[src/rtl/alu_ctrl_seq.sv]
// Instruction-to-ALU-control sequencer: decodes one instruction into a registered
// control bundle and presents it with a valid/ready handshake; SLBI takes two beats.
module alu_ctrl_seq (
    input  logic        clk,
    input  logic        rst,
    input  logic        in_valid,
    output logic        in_ready,
    input  logic [15:0] instr,
    output logic        out_valid,
    input  logic        out_ready,
    output logic [2:0]  Oper,
    output logic        invA,
    output logic        invB,
    output logic        Cin,
    output logic        sign,
    output logic [2:0]  condition,
    output logic [1:0]  b_sel,
    output logic        a_prev,
    output logic        set_cond,
    output logic        last,
    output logic        err
);

    // state  | meaning
    // EMPTY  | nothing held, ready for an instruction
    // BEAT0  | first (or only) beat of the held instruction on the output
    // BEAT1  | second beat of SLBI on the output
    typedef enum logic [1:0] {
        S_EMPTY = 2'd0,
        S_BEAT0 = 2'd1,
        S_BEAT1 = 2'd2
    } state_t;

    typedef struct packed {
        logic [2:0] oper;
        logic       inv_a;
        logic       inv_b;
        logic       cin;
        logic       sign;
        logic [2:0] cond;
        logic [1:0] b_sel;
        logic       a_prev;
        logic       set_cond;
        logic       last;
        logic       err;
    } bundle_t;

    localparam logic [4:0] OP_ALU   = 5'b11011;
    localparam logic [4:0] OP_SHIFT = 5'b11010;
    localparam logic [4:0] OP_ADDI  = 5'b01000;
    localparam logic [4:0] OP_SEQ   = 5'b11100;
    localparam logic [4:0] OP_SLT   = 5'b11101;
    localparam logic [4:0] OP_SLE   = 5'b11110;
    localparam logic [4:0] OP_SCO   = 5'b11111;
    localparam logic [4:0] OP_SLBI  = 5'b10010;

    function automatic bundle_t decode_beat0(input logic [4:0] opcode, input logic [1:0] funct);
        bundle_t b;
        b      = '0;
        b.last = 1'b1;
        case (opcode)
            OP_ALU: begin
                case (funct)
                    2'b00: b.oper = 3'b100;
                    2'b01: begin
                        b.oper  = 3'b100;
                        b.inv_a = 1'b1;
                        b.cin   = 1'b1;
                    end
                    2'b10: b.oper = 3'b111;
                    default: begin
                        b.oper  = 3'b101;
                        b.inv_b = 1'b1;
                    end
                endcase
            end
            OP_SHIFT: b.oper = {1'b0, funct};
            OP_ADDI: begin
                b.oper  = 3'b100;
                b.b_sel = 2'b01;
            end
            OP_SEQ, OP_SLT, OP_SLE: begin
                b.oper     = 3'b100;
                b.inv_b    = 1'b1;
                b.cin      = 1'b1;
                b.sign     = 1'b1;
                b.set_cond = 1'b1;
                b.cond     = (opcode == OP_SEQ) ? 3'b000 :
                             (opcode == OP_SLT) ? 3'b010 : 3'b001;
            end
            OP_SCO: begin
                b.oper     = 3'b100;
                b.set_cond = 1'b1;
                b.cond     = 3'b011;
            end
            OP_SLBI: begin
                b.oper  = 3'b001;
                b.b_sel = 2'b11;
                b.last  = 1'b0;
            end
            default: b.err = 1'b1;
        endcase
        return b;
    endfunction

    // SLBI second beat: OR the shifted previous result with zero-extended imm8
    function automatic bundle_t slbi_beat1();
        bundle_t b;
        b        = '0;
        b.oper   = 3'b110;
        b.b_sel  = 2'b10;
        b.a_prev = 1'b1;
        b.last   = 1'b1;
        return b;
    endfunction

    state_t      state_q, state_d;
    bundle_t     bundle_q, bundle_d;
    logic [15:0] instr_q, instr_d;
    logic        capture;
    logic        two_beat;

    assign two_beat = (instr_q[15:11] == OP_SLBI);

    always_comb begin
        state_d  = state_q;
        bundle_d = bundle_q;
        instr_d  = instr_q;
        in_ready = 1'b0;
        capture  = 1'b0;
        case (state_q)
            S_EMPTY: begin
                in_ready = 1'b1;
                capture  = in_valid;
            end
            S_BEAT0: begin
                if (out_ready) begin
                    if (two_beat) begin
                        state_d  = S_BEAT1;
                        bundle_d = slbi_beat1();
                    end else begin
                        in_ready = 1'b1;
                        capture  = in_valid;
                        if (!in_valid) begin
                            state_d  = S_EMPTY;
                            bundle_d = '0;
                        end
                    end
                end
            end
            S_BEAT1: begin
                if (out_ready) begin
                    in_ready = 1'b1;
                    capture  = in_valid;
                    if (!in_valid) begin
                        state_d  = S_EMPTY;
                        bundle_d = '0;
                    end
                end
            end
            default: begin
                state_d  = S_EMPTY;
                bundle_d = '0;
            end
        endcase
        if (capture) begin
            instr_d  = instr;
            bundle_d = decode_beat0(instr[15:11], instr[1:0]);
            state_d  = S_BEAT0;
        end
    end

    always_ff @(posedge clk) begin
        if (rst) begin
            state_q  <= S_EMPTY;
            bundle_q <= '0;
            instr_q  <= '0;
        end else begin
            state_q  <= state_d;
            bundle_q <= bundle_d;
            instr_q  <= instr_d;
        end
    end

    // Only the opcode field is needed after capture; the rest is kept for visibility.
    logic unused_instr_bits;
    assign unused_instr_bits = ^instr_q[10:0];

    assign out_valid = (state_q != S_EMPTY);
    assign Oper      = bundle_q.oper;
    assign invA      = bundle_q.inv_a;
    assign invB      = bundle_q.inv_b;
    assign Cin       = bundle_q.cin;
    assign sign      = bundle_q.sign;
    assign condition = bundle_q.cond;
    assign b_sel     = bundle_q.b_sel;
    assign a_prev    = bundle_q.a_prev;
    assign set_cond  = bundle_q.set_cond;
    assign last      = bundle_q.last;
    assign err       = bundle_q.err;

endmodule

[config.mk]
export PLATFORM = sky130hd
export DESIGN_NAME = alu_ctrl_seq
export DESIGN_NICKNAME = d
export VERILOG_FILES = /design/src/rtl/alu_ctrl_seq.sv
export SDC_FILE = /design/constraint.sdc
export NUM_CORES = 1
export LEC_CHECK = 0
export CAP_MARGIN = 15
export CORE_MARGIN = 3
export CORE_UTILIZATION = 48
export DETAILED_ROUTE_END_ITERATION = 12
export PLACE_DENSITY = 0.83
export SYNTH_ARGS = -nofsm -noshare
export SYNTH_HDL_FRONTEND = slang
export SYNTH_SLANG_ARGS = --single-unit
export TNS_END_PERCENT = 50
[constraint.sdc]
create_clock -name clk -period 5.11 [get_ports clk]
set_input_delay 1.022 -clock clk [delete_from_list [all_inputs] [get_ports clk]]
set_output_delay 1.022 -clock clk [all_outputs]
set_load 0.01 [all_outputs]
==> flow_summary.json, run 1 <==
{
  "hp-class": "flop to flop",
  "cts_setup_buffers": 0,
  "core_area_um2": 2250,
  "die_h_um": 55.0,
  "clk_pin_slew_ns": 0.12,
  "slew_violations": 0,
  "cts_root_buf": "clkbuf_4",
  "ys_async_sr_fraction_pct": 0,
  "fin_setup_tns_ns": 0,
  "ys_seq_area_share_pct": 40.0,
  "grt_max_degree": 18,
  "crit_buf_inv": 2,
  "port_buffers": 28,
  "cpMaxStageDelayCell": "clkdlybuf4s50_1",
  "area_growth_pct": 26.9,
  "post-route-util_pct": 64.9,
  "worstPathRequired_ns": 4.09,
  "grt_pass1_wl_um": 4020,
  "finalSetupViolCount": 0,
  "critPathTopFamily": "buffers and inverters",
  "hold_viol": 0,
  "avgSynthCellArea_um2": 8.93,
  "dieArea_um2": 3020,
  "dp.cells": 178,
  "overflow": 0,
  "layout-drive-gt1-share_pct": 7.79,
  "n_antenna_cell": 0,
  "cts.hold.buffers_added": 0,
  "fin_crit_sh_pct": 65.4,
  "synth_edf_count": 0,
  "rows": 17,
  "wirelength_um": 2500,
  "crit_path_end_kind": "output pin",
  "clk-insertion-delay-late_ns": 0.31,
  "crit_path_max_incr_delay_ns": 0.57,
  "outcome": "finished clean",
  "syn_inst": 129,
  "synth_area_um2": 1150,
  "slew_headroom_pct": 58.2,
  "ys.flop_type": "dfxtp_1",
  "cts_sinks": 23,
  "htreeDepth": 1,
  "cts.path.max_buffers": 2,
  "ir_worst_vdd_mv": 0.204,
  "pin_count": 38,
  "fmax_ghz": 0.299,
  "num_vias": 1050,
  "dr.first_iter.drc_count": 23,
  "cap_violations": 0,
  "grt_pass1_vias": 918,
  "start_util_pct": 51.1,
  "cp_common_cell": "clkdlybuf4s50_1",
  "cp.arrival_ns": 2.32,
  "yosysWarnings": 0,
  "p_leak_nw": 0.564,
  "nNetsFinal": 179,
  "yosysUniqueCellTypes": 40,
  "wl_per_cell_um": 13.7,
  "fillCellCount": 199,
  "cp_max_fo": 6,
  "worstSetupStartpointType": "input port",
  "path_class": "input port to output pin",
  "vias_per_cell": 5.77,
  "final_cells": 182,
  "dp_hpwl_um": 1860,
  "cts_tree": "built",
  "cts-resized-gates": 0,
  "power.density_nw_per_um2": 241,
  "gp_congestion": 0.772,
  "cts_buffers": 3,
  "dieWidth_um": 55.0,
  "layout_min_cycle_time_ns": 3.34,
  "final_cell_mix": "28 x clkdlybuf4s50_1, 23 x dfxtp_1, 21 x nand2_1",
  "ant_nets": 0,
  "layout_commonest_cell": "clkdlybuf4s50_1",
  "cp_cell_sequence": "clkdlybuf4s50_1 > a21oi_1 > nor2_1 > clkdlybuf4s50_1",
  "finClkSkew_ns": 0.00517,
  "grt_usage_pct": 18.3,
  "dr.pass1.iters": 6,
  "worst_pin_slew_ns": 0.626,
  "synth_nets": 153,
  "drc": 0,
  "synth_seq_cells": 23,
  "rsz0062_at_grt": "no",
  "antenna_found_initial": 0
}
-- worst reg2reg max path, stage by stage, from the launching register on --
cell and delay, ns:
dfxtp_1 0.37, inv_1 0.10, ha_1 0.39, a21oi_1 0.10
nor3b_2 0.30, o31a_4 0.31, nor3_4 0.10, a211o_1 0.32
-- path summary, 6_finish.rpt --
path,end,startpoint,slack [ns],cells after the start
worst max-delay path,in_ready,out_ready,1.77,4
worst min-delay path,sign,sign,0.47,1
worst max register to register,Cin,state_q[0],3.04,7
worst min register to register,sign,sign,0.47,1
-- cell usage after synthesis, types with 3 or more instances --
master	instances	area (µm²)
ha_1	4	50.1
o2bb2ai_1	3	26.3
inv_1	4	15.0
dfxtp_1	23	460
nand2_1	21	78.8
a21o_1	3	22.5
clkbuf_1	5	18.8
a221oi_1	3	26.3
nor2_1	10	37.5
a21oi_1	14	70.1
nor3b_1	3	22.5
-- stage by stage --
stage / instance area [µm²] / power, W / hold WS, ns / setup WS, ns
after global placement: 1440 / 0.000272 / 0.435 / 1.80
after CTS: 1460 / 0.000356 / 0.470 / 1.79
final: 1460 / 0.000352 / 0.467 / 1.77
after global routing: 1460 / 0.000369 / 0.495 / 1.69
after detailed placement: 1440 / 0.000274 / 0.443 / 1.79
after floorplan: 1150 / 0.000245 / 0.431 / 2.86
-- flip-flops by register name, indices dropped and copies added (netlist names) --
name       cells
instr_q        5
Oper           3
condition      3
b_sel          2
state_q        2
Cin            1
a_prev         1
err            1
invA           1
invB           1
last           1
set_cond       1
sign           1
-- cells by family (layout without fill, tap and decap cells) --
family / count (synthesis) / count (layout) / synth area share [%]
buf+inv: 11 / 36 / 4.02
simple gates: 50 / 50 / 23.8
flops: 23 / 23 / 40.0
compound gates: 40 / 40 / 26.9
fa+ha+maj: 4 / 4 / 4.34
mux: 1 / 1 / 0.977
-- power breakdown --
group / leakage (nW) / switching, W / internal, W
combinational: 0.362 / 0.0000419 / 0.0000355
clock: 0.0150 / 0.0000519 / 0.0000304
sequential: 0.188 / 0.00000517 / 0.000187
total: 0.564 / 0.0000990 / 0.000253
-- routing by layer --
| metal | vias up | share of wire (%) | global-route usage, % | routed length, µm |
|---|---|---|---|---|
| li1 | 519 | - | - | - |
| met2 | 38 | 46 | 28.9 | 1160 |
| met4 | 0 | 1.1 | 6.88 | 28 |
| met5 | - | 0 | 0 | 0 |
| met3 | 4 | 5.8 | 4.29 | 145 |
| met1 | 489 | 47 | 24.2 | 1160 |
-- cell type report --
class                      instances  area [µm²]  area share, %
multi-input combinational         95         646           44.1
sequential                        23         460           31.5
timing repair buffer              28         280           19.2
tap                               28        35.0           2.40
clock buffer                       4        26.3           1.80
inverter                           4        15.0           1.03
Note: power is estimated with default switching activity, not from simulation.
==> run 2: changes to the inputs <==
--- a/config.mk
+++ b/config.mk
@@ -7,9 +7,9 @@
 export LEC_CHECK = 0
 export CAP_MARGIN = 15
 export CORE_MARGIN = 3
-export CORE_UTILIZATION = 48
+export CORE_UTILIZATION = 45
 export DETAILED_ROUTE_END_ITERATION = 12
-export PLACE_DENSITY = 0.83
+export PLACE_DENSITY = 0.79
 export SYNTH_ARGS = -nofsm -noshare
 export SYNTH_HDL_FRONTEND = slang
 export SYNTH_SLANG_ARGS = --single-unit
==> constraint.sdc (replaced) <==
create_clock -name clk -period 3.4 [get_ports clk]
set_input_delay 0.68 -clock clk [delete_from_list [all_inputs] [get_ports clk]]
set_output_delay 0.68 -clock clk [all_outputs]
set_load 0.01 [all_outputs]
==> run 2 against run 1 <==
  * Sequential share of layout area unchanged
  * Critical path depth stayed put
  * Critical path type unchanged
  * Die area up 5.9%
  * Clock power grew 48%
  * First-iteration DRC count is 30% lower
  * Design area unchanged
  * Global-route usage fell by 1.8 points
  * Wire length increased by 0.56%
  * Largest power group unchanged
  * Sequential cell count unchanged
  * Register-to-register slack lost 1.8 ns
==> flow_summary.json, run 2 (same netlist as run 1, synthesis figures left out) <==
{
  "outcome": "finished clean",
  "layout_commonest_cell": "clkdlybuf4s50_1",
  "cpMaxStageDelayCell": "clkdlybuf4s50_1",
  "rows": 17,
  "fin_setup_tns_ns": 0,
  "grt_pass1_vias": 998,
  "ant_nets": 0,
  "finalSetupViolCount": 0,
  "antenna_found_initial": 0,
  "power.density_nw_per_um2": 362,
  "die_h_um": 56.6,
  "vias_per_cell": 5.64,
  "grt_max_degree": 18,
  "cp_common_cell": "clkdlybuf4s50_1",
  "worst_pin_slew_ns": 0.620,
  "cts.hold.buffers_added": 0,
  "largest-register": "instr_q",
  "path_depth": 4,
  "grt_pass1_wl_um": 4340,
  "p_comb_share_pct": 22.2,
  "ir_worst_vdd_mv": 0.303,
  "power_switching_w": 0.000148,
  "core_area_um2": 2320,
  "start_util_pct": 49.7,
  "hold-path-cell-count": 1,
  "hold_viol": 0,
  "cp_cell_sequence": "clkdlybuf4s50_1 > a21oi_1 > nor2_1 > clkdlybuf4s50_1",
  "fillCellCount": 209,
  "clk-insertion-delay-late_ns": 0.30,
  "final_cell_mix": "28 x clkdlybuf4s50_1, 23 x dfxtp_1, 21 x nand2_1",
  "dr.pass1.iters": 4,
  "intPower_w": 0.000381,
  "largest_register_ffs": 5,
  "cts_tree": "built",
  "cp_max_fo": 6,
  "cts.path.max_buffers": 2,
  "dp_hpwl_um": 1910,
  "worstPathRequired_ns": 2.72,
  "rr_worst_depth": 7,
  "critPathTopFamily": "buffers and inverters",
  "finClkSkew_ns": 0.00608,
  "num_vias": 1026,
  "dieWidth_um": 56.6,
  "crit_path_end_kind": "output pin",
  "pwr-share-clk_pct": 23.1,
  "nNetsFinal": 179,
  "cap_violations": 0,
  "wl_per_cell_um": 13.8,
  "rsz0062_at_grt": "no",
  "drc": 0,
  "slew_violations": 0,
  "n_antenna_cell": 0,
  "fmax_ghz": 0.375,
  "cts_root_buf": "clkbuf_4",
  "gp_congestion": 0.797,
  "dr.first_iter.drc_count": 16,
  "cts_buffers": 3,
  "port_buffers": 28,
  "cp.arrival_ns": 1.99,
  "fin_crit_sh_pct": 78.4,
  "layout-drive-gt1-share_pct": 7.79,
  "power.share.switching_pct": 28.0,
  "crit_buf_inv": 2,
  "worstSetupStartpointType": "input port",
  "wirelength_um": 2520,
  "area_growth_pct": 26.9,
  "cts-resized-gates": 0,
  "overflow": 0,
  "clk_pin_slew_ns": 0.12,
  "hp-class": "flop to flop",
  "cts_sinks": 23,
  "crit_path_max_incr_delay_ns": 0.57,
  "seq_area_um2": 460,
  "path_class": "input port to output pin",
  "multi_input_area_um2": 646,
  "slew_headroom_pct": 58.3,
  "p_leak_nw": 0.564,
  "layout_min_cycle_time_ns": 2.67,
  "hold_slack_ns": 0.465,
  "grt_usage_pct": 16.5,
  "share_seq_of_total_power_pct": 54.7,
  "pin_count": 38,
  "htreeDepth": 1,
  "cts_setup_buffers": 0,
  "dieArea_um2": 3200
}
==> run 2: cell counts in the layout (fill, tap and decap cells not counted) <==
Identical to the previous run, type by type.
==> run 2: path summary, 6_finish.rpt <==
| path | slack [ns] | to | start |
|---|---|---|---|
| max | 0.73 | in_ready | out_ready |
| min | 0.46 | sign | sign |
| max reg2reg | 1.29 | Oper[2] | state_q[0] |
| min reg2reg | 0.46 | sign | sign |
==> run 2: stage by stage <==
stage	power, W	instance area (µm²)	utilization (%)	cells	setup WS, ns
after floorplan	0.000368	1150	-	129	1.61
after global placement	0.000409	1440	62.0	178	0.770
after detailed placement	0.000413	1440	62.0	178	0.757
after CTS	0.000534	1460	63.1	182	0.753
after global routing	0.000557	1460	63.1	182	0.614
final	0.000529	1460	63.1	182	0.734
==> run 2: power groups by stage <==
stage / Sequential, W / Combinational (W) / Clock, W
finish: 0.000290 / 0.000117 / 0.000122
global route: 0.000291 / 0.000129 / 0.000137
CTS: 0.000290 / 0.000118 / 0.000126
detailed placement: 0.000296 / 0.000117 / 0
global placement: 0.000295 / 0.000114 / 0
floorplan: 0.000298 / 0.0000699 / 0
==> run 2: worst reg2reg max path, cell delays in order, from the launching register on <==
cell	delay, ns
dfxtp_1	0.37
inv_1	0.10
ha_1	0.40
a21oi_1	0.11
nor3b_2	0.29
o31a_4	0.32
a41oi_1	0.12
a221oi_1	0.32
==> run 2: routing by layer <==
metal | share of wire [%] | vias up | track usage [%] | wire length [µm]
met3 | 4.1 | 6 | 3.45 | 102
met1 | 46 | 471 | 20.1 | 1160
met2 | 48 | 26 | 29.2 | 1220
li1 | - | 523 | - | -
met4 | 1.4 | 0 | 4.07 | 36
met5 | 0 | - | 0 | 0
==> run 2: layout make-up <==
| type | instances | area share [%] |
|---|---|---|
| Multi-Input combinational cell | 95 | 44.1 |
| Sequential cell | 23 | 31.5 |
| Timing Repair Buffer | 28 | 19.2 |
| Tap cell | 28 | 2.40 |
| Clock buffer | 4 | 1.80 |
| Inverter | 4 | 1.03 |
==> patch (config.mk and constraints of run 2) <==
Re-encode `state_t` (3 states) as one-hot, 3 bits wide.
--- a/src/rtl/alu_ctrl_seq.sv
+++ b/src/rtl/alu_ctrl_seq.sv
@@ -27,6 +27,6 @@
     // BEAT1  | second beat of SLBI on the output
-    typedef enum logic [1:0] {
-        S_EMPTY = 2'd0,
-        S_BEAT0 = 2'd1,
-        S_BEAT1 = 2'd2
+    typedef enum logic [2:0] {
+        S_EMPTY = 3'b001,
+        S_BEAT0 = 3'b010,
+        S_BEAT1 = 3'b100
     } state_t;
Check against the original RTL: no difference found for any inputs over 10 cycles, from zero or initial values and one cycle with rst high; not proved beyond that.
==> patch against run 2 <==
- design area is 4.8% higher
- worst setup slack worse by 370 ps
- fmax is 12% lower
- clock skew is 6.0 ps higher
- wire length is 13% higher
- final cell count is 2.2% higher
- sequential power is 4% higher
- synthesized area is 5.4% higher
- count of clock-buffer cells in the layout is 1 lower
- power is 16% higher
- sequential cell count is 1 higher
- combinational power is 7% lower
- critical endpoint unchanged
- highest routed layer unchanged
==> patch: results (changes against run 2) <==
cells after synthesis 136 (+5.4%); vias per inst 6.04 (+7.2%); slowest stage delay, CP 570 ps (about the same); normalized max-slew margin 55.7% (-2.6 points); Synth top cells by count dfxtp_1, nor2_1, nand2_1; Yosys cell types 45 (+13%); post-synthesis sequential area ratio 39.5% (-0.41 points); buffers added on ports 28 (unchanged); htree depth 1 (unchanged); first drt pass iteration count 4 (unchanged); ratio of cells with drive above 1 in the final layout 7.05% (-0.74 points); Slowest-stage cell, CP clkdlybuf4s50_1; Register Area 480 um2 (+4.3%); Antenna diodes 0 (unchanged); largest net degree at the start of global routing 19 (+1); skew final 12.1 ps (+6.00 ps); Critical Path AT 2360 ps (+370 ps); Synth area leader dfxtp_1; Synth Warn # 0 (unchanged); gr usage total 18.6% (+2.1 points); routability cong. 0.783 (-1.7%); Routed WL 2850 um (+13%); crit-path max FO 6 (unchanged); Root Driver clkbuf_4; flop2flop setup slack 1510 ps (+220 ps); Hold WC Path Type flip-flop to flip-flop; Leak 0.000558 uW (-1.1%); syn nets 156 (+2.0%); Non-Filler Instances 186 (+2.2%); vias in the first global route 1092 (+9.4%); post-DP HPWL 2050 um (+7.6%); peak supply drop 0.000251 V (-17%); worst-skew pair later-pin latency 320 ps (+20 ps); top area cells in the synthesized netlist dfxtp_1, mux2i_1, nor2_1; postcts setup bufs 0 (unchanged); EDFF count, synth 0 (unchanged); initial DRC count 53 (+37); antenna violations before repair 0 (unchanged); Fill cells 233 (+11%); max FFs per register 5 (unchanged); Async S/R FF share, synth 0% (unchanged); CTS buffer count 3 (unchanged); outcome completed; crit-path leading delay family buffers and inverters; most flop-heavy register instr_q; dpl cell area 1480 um2 (+3.0%); Max clock buf depth 2 (unchanged); first-pass GRT wire length 4920 um (+13%); Reg clk slew, reported paths ~130 ps; Post-Place Cells 182 (+2.2%)
[patch: cell count changes after synthesis, sizes merged, moves of 4 or more]
cell and delta:
nand2 -13, a21oi -12, mux2i +6, nor2b +6, buf +5, a22o +4, ha -4
[patch: final cells by class]
cell class	count	share of cell area, %
clock inverter	1	1.96
clock buffer	3	1.47
inverter	3	0.735
multi-input combinational	95	42.8
tap	30	2.45
sequential	24	31.3
timing repair buffer	30	19.3
[patch: cell families after synthesis]
kind of cell | count (synthesis) | synth area share (%)
and+or+nand+nor | 49 | 22.2
muxes | 6 | 4.94
buffers and inverters | 17 | 6.49
DFF | 24 | 39.5
AOI/OAI and AO/OA | 40 | 26.8
[patch: final timing paths]
| path | from | endpoint | cells after the start |
|---|---|---|---|
| worst max-delay path | out_ready | in_ready | 5 |
| worst min-delay path | condition[2] | condition[2] | 1 |
| worst max register to register | state_q[0] | Cin | 5 |
| worst min register to register | condition[2] | condition[2] | 1 |
[patch: through the flow]
stage,setup WS (ps),power (uW),hold slack (ps)
after global routing,234,646,520
after floorplan,1320,374,452
final,361,614,483
after CTS,369,619,486
after global placement,420,412,444
after detailed placement,383,416,455
[patch: power by group]
part	total (uW)	internal [uW]	switching (uW)
clock network	204	119	84.3
logic	109	52.9	56.4
registers	301	293	8.74
[patch: per-layer routing]
layer | wire length, um | track usage (%) | vias to the layer above
met5 | 0 | 0 | -
met1 | 1270 | 24.9 | 536
li1 | - | - | 550
met2 | 1390 | 28.9 | 33
met4 | 47 | 9.27 | 0
met3 | 146 | 3.12 | 5
